==> src/rtl/fdc_bridge_pkg.sv <==
// Shared types and constants for the u765 SD-buffer sector bridge.
package fdc_bridge_pkg;

  localparam int unsigned SECTOR_BYTES = 512;
  localparam int unsigned SECTOR_SHIFT = 9;
  localparam logic [8:0]  LAST_IDX     = 9'd511;

  typedef enum logic [3:0] {
    StIdle,
    StRdReq,
    StRdWait,
    StRdPut,
    StWrFetch,
    StWrReq,
    StWrWait,
    StWrNext,
    StDone
  } bridge_state_t;

endpackage

==> src/rtl/fdc_sd_bridge_if.sv <==
// Controller sector-buffer port plus byte-wide image-memory port of the bridge.
interface fdc_sd_bridge_if #(
  parameter int unsigned MEM_AW = 24
);

  logic [31:0]       sd_lba;
  logic [1:0]        sd_rd;
  logic [1:0]        sd_wr;
  logic              sd_ack;
  logic [8:0]        sd_buff_addr;
  logic [7:0]        sd_buff_dout;
  logic              sd_buff_wr;
  logic [7:0]        sd_buff_din;

  logic [MEM_AW-1:0] mem_addr;
  logic              mem_rd;
  logic              mem_wr;
  logic [7:0]        mem_wdata;
  logic [7:0]        mem_rdata;
  logic              mem_ready;

  // The bridge side: answers controller requests and masters the image memory.
  modport master (
    input  sd_lba, sd_rd, sd_wr, sd_buff_din, mem_rdata, mem_ready,
    output sd_ack, sd_buff_addr, sd_buff_dout, sd_buff_wr,
    output mem_addr, mem_rd, mem_wr, mem_wdata
  );

  modport slave (
    output sd_lba, sd_rd, sd_wr, sd_buff_din, mem_rdata, mem_ready,
    input  sd_ack, sd_buff_addr, sd_buff_dout, sd_buff_wr,
    input  mem_addr, mem_rd, mem_wr, mem_wdata
  );

endinterface

==> src/rtl/fdc_img_table.sv <==
// Per-drive image-size latch and sector range check for a candidate request.
module fdc_img_table
  import fdc_bridge_pkg::*;
(
  input  logic        clk_sys,
  input  logic        reset_n,
  input  logic [1:0]  img_mounted,
  input  logic [31:0] img_size,
  input  logic        drv,
  input  logic [31:0] lba,
  output logic        valid
);

  logic [31:0] size_q [2];
  logic [31:0] drv_size;
  logic [41:0] sec_end;

  always_ff @(posedge clk_sys or negedge reset_n) begin
    if (!reset_n) begin
      size_q[0] <= '0;
      size_q[1] <= '0;
    end else begin
      for (int d = 0; d < 2; d++) begin
        if (img_mounted[d]) size_q[d] <= img_size;
      end
    end
  end

  // Wide enough that lba = 32'hFFFF_FFFF cannot wrap into a small end offset.
  always_comb begin
    drv_size = size_q[drv];
    sec_end  = (42'(lba) + 42'd1) * 42'(SECTOR_BYTES);
    valid    = (drv_size != '0) && (sec_end <= 42'(drv_size));
  end

endmodule

==> src/rtl/fdc_sd_bridge.sv <==
// Streams 512-byte sectors between the u765 SD-buffer port and a byte-wide image memory.
module fdc_sd_bridge
  import fdc_bridge_pkg::*;
#(
  parameter int unsigned MEM_AW      = 24,
  parameter int unsigned DRIVE1_BASE = 32'h0040_0000
) (
  input  logic            clk_sys,
  input  logic            reset_n,
  input  logic [1:0]      img_mounted,
  input  logic [31:0]     img_size,
  fdc_sd_bridge_if.master bus,
  output logic            busy
);

  bridge_state_t     state_q, state_d;
  logic [MEM_AW-1:0] start_q, start_d;
  logic [8:0]        idx_q, idx_d;
  logic              valid_q, valid_d;
  logic [7:0]        data_q, data_d;
  logic [7:0]        wdata_q, wdata_d;

  logic              req_any;
  logic              req_drv;
  logic              req_wr;
  logic              tbl_valid;
  logic [MEM_AW-1:0] req_start;

  // Fixed priority: rd0, wr0, rd1, wr1.
  always_comb begin
    req_any = |{bus.sd_rd, bus.sd_wr};
    req_drv = 1'b1;
    req_wr  = 1'b1;
    if (bus.sd_rd[0]) begin
      req_drv = 1'b0;
      req_wr  = 1'b0;
    end else if (bus.sd_wr[0]) begin
      req_drv = 1'b0;
      req_wr  = 1'b1;
    end else if (bus.sd_rd[1]) begin
      req_drv = 1'b1;
      req_wr  = 1'b0;
    end
    req_start = (req_drv ? MEM_AW'(DRIVE1_BASE) : '0)
              + MEM_AW'(42'(bus.sd_lba) << SECTOR_SHIFT);
  end

  fdc_img_table u_img_table (
    .clk_sys     (clk_sys),
    .reset_n     (reset_n),
    .img_mounted (img_mounted),
    .img_size    (img_size),
    .drv         (req_drv),
    .lba         (bus.sd_lba),
    .valid       (tbl_valid)
  );

  always_comb begin
    state_d = state_q;
    start_d = start_q;
    idx_d   = idx_q;
    valid_d = valid_q;
    data_d  = data_q;
    wdata_d = wdata_q;
    unique case (state_q)
      StIdle: begin
        if (req_any) begin
          start_d = req_start;
          idx_d   = '0;
          valid_d = tbl_valid;
          state_d = req_wr ? StWrFetch : StRdReq;
        end
      end
      StRdReq: begin
        if (valid_q) begin
          state_d = StRdWait;
        end else begin
          data_d  = 8'h00;
          state_d = StRdPut;
        end
      end
      StRdWait: begin
        if (bus.mem_ready) begin
          data_d  = bus.mem_rdata;
          state_d = StRdPut;
        end
      end
      StRdPut: begin
        if (idx_q == LAST_IDX) begin
          state_d = StDone;
        end else begin
          idx_d   = idx_q + 9'd1;
          state_d = StRdReq;
        end
      end
      StWrFetch: state_d = StWrReq;
      StWrReq: begin
        wdata_d = bus.sd_buff_din;
        state_d = valid_q ? StWrWait : StWrNext;
      end
      StWrWait: begin
        if (bus.mem_ready) state_d = StWrNext;
      end
      StWrNext: begin
        if (idx_q == LAST_IDX) begin
          state_d = StDone;
        end else begin
          idx_d   = idx_q + 9'd1;
          state_d = StWrFetch;
        end
      end
      StDone:  state_d = StIdle;
      default: state_d = StIdle;
    endcase
  end

  always_ff @(posedge clk_sys or negedge reset_n) begin
    if (!reset_n) begin
      state_q <= StIdle;
      start_q <= '0;
      idx_q   <= '0;
      valid_q <= 1'b0;
      data_q  <= '0;
      wdata_q <= '0;
    end else begin
      state_q <= state_d;
      start_q <= start_d;
      idx_q   <= idx_d;
      valid_q <= valid_d;
      data_q  <= data_d;
      wdata_q <= wdata_d;
    end
  end

  // Outputs decode from registers only, so reset clears them without waiting for a clock.
  always_comb begin
    bus.sd_ack       = (state_q != StIdle) && (state_q != StDone);
    busy             = (state_q != StIdle);
    bus.sd_buff_addr = idx_q;
    bus.sd_buff_dout = data_q;
    bus.sd_buff_wr   = (state_q == StRdPut);
    bus.mem_addr     = start_q + MEM_AW'(idx_q);
    bus.mem_rd       = (state_q == StRdWait);
    bus.mem_wr       = (state_q == StWrWait);
    bus.mem_wdata    = wdata_q;
  end

endmodule

==> src/flat_wrapper.sv <==
// flat-port wrapper written by rule: the top's interface ports become plain ports
module fdc_sd_bridge_flat import fdc_bridge_pkg::*;
#(
  parameter int unsigned MEM_AW      = 24,
  parameter int unsigned DRIVE1_BASE = 32'h0040_0000
)
  (clk_sys, reset_n, img_mounted, img_size, busy, bus_sd_lba, bus_sd_rd, bus_sd_wr, bus_sd_buff_din, bus_mem_rdata, bus_mem_ready, bus_sd_ack, bus_sd_buff_addr, bus_sd_buff_dout, bus_sd_buff_wr, bus_mem_addr, bus_mem_rd, bus_mem_wr, bus_mem_wdata);
  fdc_sd_bridge_if #(.MEM_AW(MEM_AW)) bus_i ();
  input  logic clk_sys;
  input  logic reset_n;
  input  logic [1:0] img_mounted;
  input  logic [31:0] img_size;
  output logic busy;
  input wire logic [$bits(bus_i.sd_lba)-1:0] bus_sd_lba;
  input wire logic [$bits(bus_i.sd_rd)-1:0] bus_sd_rd;
  input wire logic [$bits(bus_i.sd_wr)-1:0] bus_sd_wr;
  input wire logic [$bits(bus_i.sd_buff_din)-1:0] bus_sd_buff_din;
  input wire logic [$bits(bus_i.mem_rdata)-1:0] bus_mem_rdata;
  input wire logic [$bits(bus_i.mem_ready)-1:0] bus_mem_ready;
  output wire logic [$bits(bus_i.sd_ack)-1:0] bus_sd_ack;
  output wire logic [$bits(bus_i.sd_buff_addr)-1:0] bus_sd_buff_addr;
  output wire logic [$bits(bus_i.sd_buff_dout)-1:0] bus_sd_buff_dout;
  output wire logic [$bits(bus_i.sd_buff_wr)-1:0] bus_sd_buff_wr;
  output wire logic [$bits(bus_i.mem_addr)-1:0] bus_mem_addr;
  output wire logic [$bits(bus_i.mem_rd)-1:0] bus_mem_rd;
  output wire logic [$bits(bus_i.mem_wr)-1:0] bus_mem_wr;
  output wire logic [$bits(bus_i.mem_wdata)-1:0] bus_mem_wdata;
  assign bus_i.sd_lba = bus_sd_lba;
  assign bus_i.sd_rd = bus_sd_rd;
  assign bus_i.sd_wr = bus_sd_wr;
  assign bus_i.sd_buff_din = bus_sd_buff_din;
  assign bus_i.mem_rdata = bus_mem_rdata;
  assign bus_i.mem_ready = bus_mem_ready;
  assign bus_sd_ack = bus_i.sd_ack;
  assign bus_sd_buff_addr = bus_i.sd_buff_addr;
  assign bus_sd_buff_dout = bus_i.sd_buff_dout;
  assign bus_sd_buff_wr = bus_i.sd_buff_wr;
  assign bus_mem_addr = bus_i.mem_addr;
  assign bus_mem_rd = bus_i.mem_rd;
  assign bus_mem_wr = bus_i.mem_wr;
  assign bus_mem_wdata = bus_i.mem_wdata;
  fdc_sd_bridge #(.MEM_AW(MEM_AW), .DRIVE1_BASE(DRIVE1_BASE)) u_core (.clk_sys(clk_sys), .reset_n(reset_n), .img_mounted(img_mounted), .img_size(img_size), .bus(bus_i), .busy(busy));
endmodule
==> config.mk <==
export PLATFORM = sky130hd
export DESIGN_NAME = fdc_sd_bridge_flat
export DESIGN_NICKNAME = d
export VERILOG_FILES = /design/src/rtl/fdc_bridge_pkg.sv /design/src/rtl/fdc_sd_bridge_if.sv /design/src/rtl/fdc_img_table.sv /design/src/rtl/fdc_sd_bridge.sv /design/src/flat_wrapper.sv
export SDC_FILE = /design/constraint.sdc
export NUM_CORES = 1
export LEC_CHECK = 0
export CAP_MARGIN = 40
export CORE_ASPECT_RATIO = 0.75
export CORE_MARGIN = 2
export CORE_UTILIZATION = 50
export CTS_CLUSTER_SIZE = 8
export DETAILED_ROUTE_END_ITERATION = 8
export GPL_TIMING_DRIVEN = 1
export MAX_ROUTING_LAYER = met4
export PLACE_DENSITY = 0.79
export SLEW_MARGIN = 20
export SYNTH_ARGS = -nofsm -noshare
export SYNTH_HDL_FRONTEND = slang
export SYNTH_SLANG_ARGS = --single-unit
==> constraint.sdc <==
create_clock -name clk_sys -period 2.53 [get_ports clk_sys]
set_input_delay 0.3795 -clock clk_sys [delete_from_list [all_inputs] [get_ports clk_sys]]
set_output_delay 0.3795 -clock clk_sys [all_outputs]
set_load 0.05 [all_outputs]
[Yosys cells after proc, flatten, opt, wreduce, memory -nomap -nowiden]
Cells that the tools add are included.
Operators by class
  add/sub/neg operators: 4
  $lt $le $gt $ge: 2
  equality and inequality tests: 14
  mux-type cells: 24
  bitwise logic cells: 1
  reductions and logical operators: 13
Operator list (count)
  $mux W32: 3
  $le A42 B32 Y1: 1
  $add A32 B1 Y33 const B: 1
  $pmux W4 S8: 1
  $reduce_bool A32 Y1: 1
  $add A24 B24 Y24: 1
  $add A24 B9 Y24: 1
  $mux W23: 1
  $mux W4: 5
  $mux W9: 2
  $pmux W9 S2: 1
  $eq A4 B3 Y1 const B: 4
  $mux W8: 2
  $pmux W8 S2: 1
  $add A9 B1 Y9 const B: 1
  $eq A9 B9 Y1 const B: 1
  $reduce_and A3 Y1: 3
  $eq A4 B2 Y1 const B: 2
  $ne A2 B2 Y1 const B: 4
  $mux W1: 7
  $eq A4 B1 Y1 const B: 1
  $logic_not A4 Y1: 1
  $ne A4 B4 Y1 const B: 1
  $reduce_bool A2 Y1: 2
  other kinds (9): 10
Storage, ports and cells
  register bits: 118
  bits of input ports: 89
  output and inout port bits: 54
  word-level logic and storage cells: 66

[Logic depth before layout (Yosys ltp)]
  depth after elaboration: 8
  mapped depth: 12
  depth with buffers taken out: 12

[Cells and area by module]
Synthesis repeated with hierarchy kept, for this count alone.
Second synthesis, totals
  cells, all modules: 497
  area total of the unflattened synthesis: 5964.5 µm²
By module, submodules not included
  fdc_img_table: times used 1, cells an instance 332, area each 3881.2 µm², sequential area each 1601.5 µm²
  fdc_sd_bridge: times used 1, cells an instance 165, area each 2083.2 µm², sequential area each 1126.1 µm²

[Least setup slack after synthesis]
OpenSTA, ideal clock, no wires.
  kind: input-to-reg
  from: input bus_sd_wr[0]
  to: register u_core.valid_q
  setup time: 0.092 ns
  arrival: 2.883 ns
  data required time: 2.438 ns
  slack: -0.445 ns
  stages on the path: 11
  buffers on the path: 2
  cell sequence: nor2_1 > buf_1 > clkbuf_1 > mux2i_1 > ha_1 > nand4_1 > nor4_2 > a221o_1 > o31ai_1 > a21oi_1 > o31ai_2
Between the ends
  word-level cells in the longest chain between the ends: 8
  elaborated cells between the ends (all ways): 11
  classes of those cells: order compare (1); mux (5); bitwise (1); reduce/logical (4)
Ends and longest elaborated chain
  start, declared: line flat_wrapper.sv:16  | input wire logic [$bits(bus_i.sd_wr)-1:0] bus_sd_wr;
  $mux W1: line fdc_sd_bridge.sv:37  | end else if (bus.sd_wr[0]) begin
  $mux W1: line fdc_sd_bridge.sv:34  | if (bus.sd_rd[0]) begin
  $not A1 Y2 (not written as such): line fdc_img_table.sv:31  | drv_size = size_q[drv];
  $mux W32 (not written as such) (3 in a row): line fdc_img_table.sv:31
  $le A42 B32 Y1 or $reduce_bool A32 Y1 (tied branches): line fdc_img_table.sv:33  | valid = (drv_size != '0) && (sec_end <= 42'(drv_size));
  $logic_and A1 B1 Y1: line fdc_img_table.sv:33
  end signal, assigned: line fdc_sd_bridge.sv:129  | valid_q <= valid_d;
  end, declared: line fdc_sd_bridge.sv:19  | logic valid_q, valid_d;
Several ways; a longest one is shown, not always the timed one. The select of a mux whose other input is x is not followed.
A chain may end at the register's enable or synchronous reset.

[Worst setup path after layout]
Same ends and word-level chain as after synthesis.

==> metrics.md <==
| Metric | Value |
|---|---|
| Final GP Congestion | approximately 0.87 |
| Number of hold-slack violations in the final timing report | 0 |
| Status | finished, violations left |
| Number of synthesized register bits | between 100 and 150 |
| Pin count of the biggest net entering global routing | 63 |
| Count of synthesis-stage warnings from yosys | 0 |
| Non-filler cells, final | about 850 |
| Area share of and/or/nand/nor cells after synthesis | 0.131 |
| Die height | slightly below 100 um |
| Ant. Diodes | 0 |
| Finished Core Util | 0.723 |
| Worst slew margin relative to its limit | 0.546 |
| WP data arrival | 2.88 ns |
| Type of element capturing the critical path | flip-flop |
| Remaining DRCs | 0 |
| Post-route cell area | slightly above 8000 um2 |
| Area of placed instances | a little under 8000 um2 |
| Overall power consumption | 7.14 mW |
| Startpoint of the worst register-to-register path | u_core.bus.sd_buff_addr[0] |
| Wire length of the first global-routing pass | 24,400 um |
| Hold slack | around 0.37 ns |
| Max Clk Rate | around 380 MHz |
| Count of boundary I/O pins | around 140 |
| Number of DRC markers after the initial detailed-route iteration | around 180 |
| Classification of the worst-slack hold path | input port to flip-flop |
| Number of cells produced by synthesis | between 500 and 600 |
| Total overflow reported by the global router | 0 |
| Top cell type by total area after synthesis | dfrtp_1 |
| Clock Sinks | 109 |
| Final setup violation count | 1 |
| Transition at the pin with the smallest max-transition slack | between 0.6 and 0.7 ns |
| Cells after DPL | 819 |
| Number of core rows | 34 |
| Biggest area contributors in the synthesized netlist | dfrtp_1, mux2_2, ha_1, mux2i_1, xnor2_1 |
| Total of buffers placed on input and output ports | around 140 |
| Worst setup path endpoint | u_core.valid_q |
| Worst slack at placement | -0.769 ns |
| Filler cell count | between 700 and 800 |
| DR pass1 iterations | 4 |
| Wirelength, routed | roughly 15,000 um |
| Period utilisation layout | 1.03 |
| Distinct cell type count after synthesis | 46 |
| Post-layout min period | 2.62 ns |
| Area share of the leading cell type in the synthesized netlist | 0.469 |
| Setup repair after global routing missed its margin | true |
| Post-synthesis area per instance | 11.5 um2 |
| Effective utilization at floorplan | 0.506 |
| Global router's overall resource usage | 0.252 |
| Post-DP HPWL | 11,200 um |
| H-tree depth | 3 |
| Total clock buffers created by CTS | 9 |
| Total nets after synthesis | around 620 |
| Failing checks | setup timing |
| Fraction of registers with async set/reset | 1.00 |
| Fin. max-slew vios | 0 |
| Post-layout worst setup margin | -0.0856 ns |
| Cell at the root of the clock tree | clkbuf_16 |
| Worst-case vdd ir drop | 0.583 mV |
| Largest buffer count on any clock path | 2 |
| Startpoint type of the worst setup path | input port |
| Max Clock Skew | between 0.006 and 0.007 ns |
| WHS Path Cells | 3 |
| Clock-pin slew reported for the worst setup and hold paths after clock tree synthesis | about 0.070 ns |
| Post-route antenna net violation count | 0 |
| Share of synthesized cell area in full adder, half adder and majority cells | 0.0581 |
| Number of global-route vias before repair | just under 5k |
| Share of synthesized area spent on multiplexers | 0.206 |
| Area fraction in compound gates after synthesis | 0.0678 |
| Reg-to-Reg End | u_core.bus.sd_buff_addr[7] |
| CTS tree | yes |
| Post-synthesis sequential area ratio | 0.469 |
| Critical path data required time | 2.79 ns |
| Worst setup path start | bus_sd_wr[0] |
| Source-to-sink clock delay at the later pin of the worst-skew pair | around 0.35 ns |
| Initial antenna violation count | 0 |
| Detail-routed via count per cell | between 5 and 6 |
| DIE WIDTH | ~130 um |
| Top FF cell, synth | dfrtp_1 |
| CP Max Fanout | 5 |
| Category of the critical setup timing path | input port to flip-flop |
| Core Region | 11,500 um2 |
| Dominant combinational cell family by area after synthesis | multiplexers |
| Total die area | 12,500 um2 |
| Layout Area Growth over Synthesis | 42.7% |
| Max-cap violations | 0 |
| R2r setup slk | 0.26 ns |
| Setup Total Neg Slack | -0.0856 ns |
| Cell area after synthesis | roughly 5800 um2 |
| Worst reg-to-reg path cell count | 9 |
| Post-synth EDFFs | 0 |
| Leakage power of the design | 3.60 nW |
| Routed wire length per instance | 17.8 um |
| Power density over the cells | approximately 860 nW/um2 |
| Total number of vias | between 4k and 5k |
| Share of final-layout standard cells stronger than drive strength 1 | 0.279 |
| Share of the synthesized netlist area taken by xor and xnor gates | 0.0422 |
| # nets final | around 820 |
[cells in the final DEF, fill, tap and decap left out, types with 6 or more instances in the layout]
cell	count
buf_4	56
nor3_1	9
inv_1	6
dlygate4sd2_1	6
nand3_1	15
a22o_1	9
ha_1	26
dfrtp_1	109
nand2_1	29
mux2i_1	19
xor2_1	13
nor4_1	11
a21oi_1	19
clkdlybuf4s50_1	122
buf_6	7
nor2_1	25
nand4_1	17
xnor2_1	13
clkbuf_16	9
o21ai_0	12
mux2_2	81
[per-layer routing]
layer / global-route usage / vias to the layer above / share of wire
met2: 0.395 / 157 / 0.47
met3: 0.0396 / 14 / 0.047
li1: - / 2254 / -
met1: 0.349 / 2398 / 0.47
met5: - / - / 0
met4: 0.0585 / 0 / 0.0064
[kinds of logic (layout without fill, tap and decap cells)]
logic type	after synthesis	after routing
and+or+nand+nor	143	143
muxes	109	109
DFF	109	109
AOI/OAI and AO/OA	59	59
buffers and inverters	32	230
xor gates and xnor gates	28	28
adders and majority gates	27	27
[flip-flops by register name, summed over array words and instances (netlist names)]
name / flops
u_core.bus.mem_wdata: 8
u_core.bus.sd_buff_addr: 9
u_core.bus.sd_buff_dout: 8
u_core.start_q: 15
u_core.state_q: 4
u_core.u_img_table.size_q: 64
u_core.valid_q: 1
[critical path, cell delays in order]
cell           delay, ns
dlygate4sd2_1       0.28
nor2_4              0.22
buf_4               0.16
buf_12              0.12
mux2i_1             0.27
ha_1                0.30
nand4_1             0.14
buf_4               0.14
nor4_4              0.03
a221o_1             0.32
o31ai_1             0.20
a21oi_1             0.12
o31ai_2             0.17
[Yosys cell counts (4+ instances only)]
master / n
nor4_1: 12
buf_4: 9
inv_1: 6
ha_1: 27
nor2_1: 26
nand3_1: 16
or4_1: 4
nand4_1: 17
mux2i_1: 25
o21ai_0: 12
mux2_2: 81
or3_1: 5
nand2_1: 30
a21oi_1: 19
dfrtp_1: 109
buf_1: 7
xnor2_1: 14
a22o_1: 9
and3_1: 4
xor2_1: 14
nand2b_1: 4
clkbuf_1: 9
nor3_1: 11
[worst min-delay path by stage]
stage / from / to / slack, ns
CTS: bus_sd_lba[1] / u_core.start_q[10] / 0.36
global route: bus_sd_lba[1] / u_core.start_q[10] / 0.36
finish: bus_sd_lba[7] / u_core.start_q[16] / 0.37
detailed placement: reset_n / u_core.bus.sd_buff_addr[3] / 0.25
global placement: reset_n / u_core.bus.sd_buff_addr[3] / 0.25
floorplan: reset_n / u_core.bus.mem_wdata[0] / 0.08
[cell type report]
class                      count  area (um2)  share of cell area
timing repair buffer         208        2000               0.241
clock buffer                   9         225              0.0271
inverter                       7        26.3             0.00317
sequential                   109        2730               0.329
clock inverter                 6        78.8             0.00950
tap                          144         180              0.0217
multi-input combinational    366        3060               0.369
[repair_timing]
action | in CTS | in global routing
gates resized for setup | 60 | 15
hold buffers | 1 | 0
setup endpoints to repair | 2 | 3
pin swaps | 16 | 16
hold endpoints to repair | 13 | 0
buffers inserted | 10 | 2
gates cloned | 2 | 0
[power breakdown]
part | internal, mW | leakage, nW | total, mW | switching [mW]
registers | 2.14 | 1.32 | 2.44 | 0.305
logic | 1.30 | 2.14 | 3.26 | 1.96
clock network | 0.785 | 0.150 | 1.44 | 0.651
total | 4.23 | 3.60 | 7.14 | 2.92
Note: power is estimated with default switching activity, not from simulation.
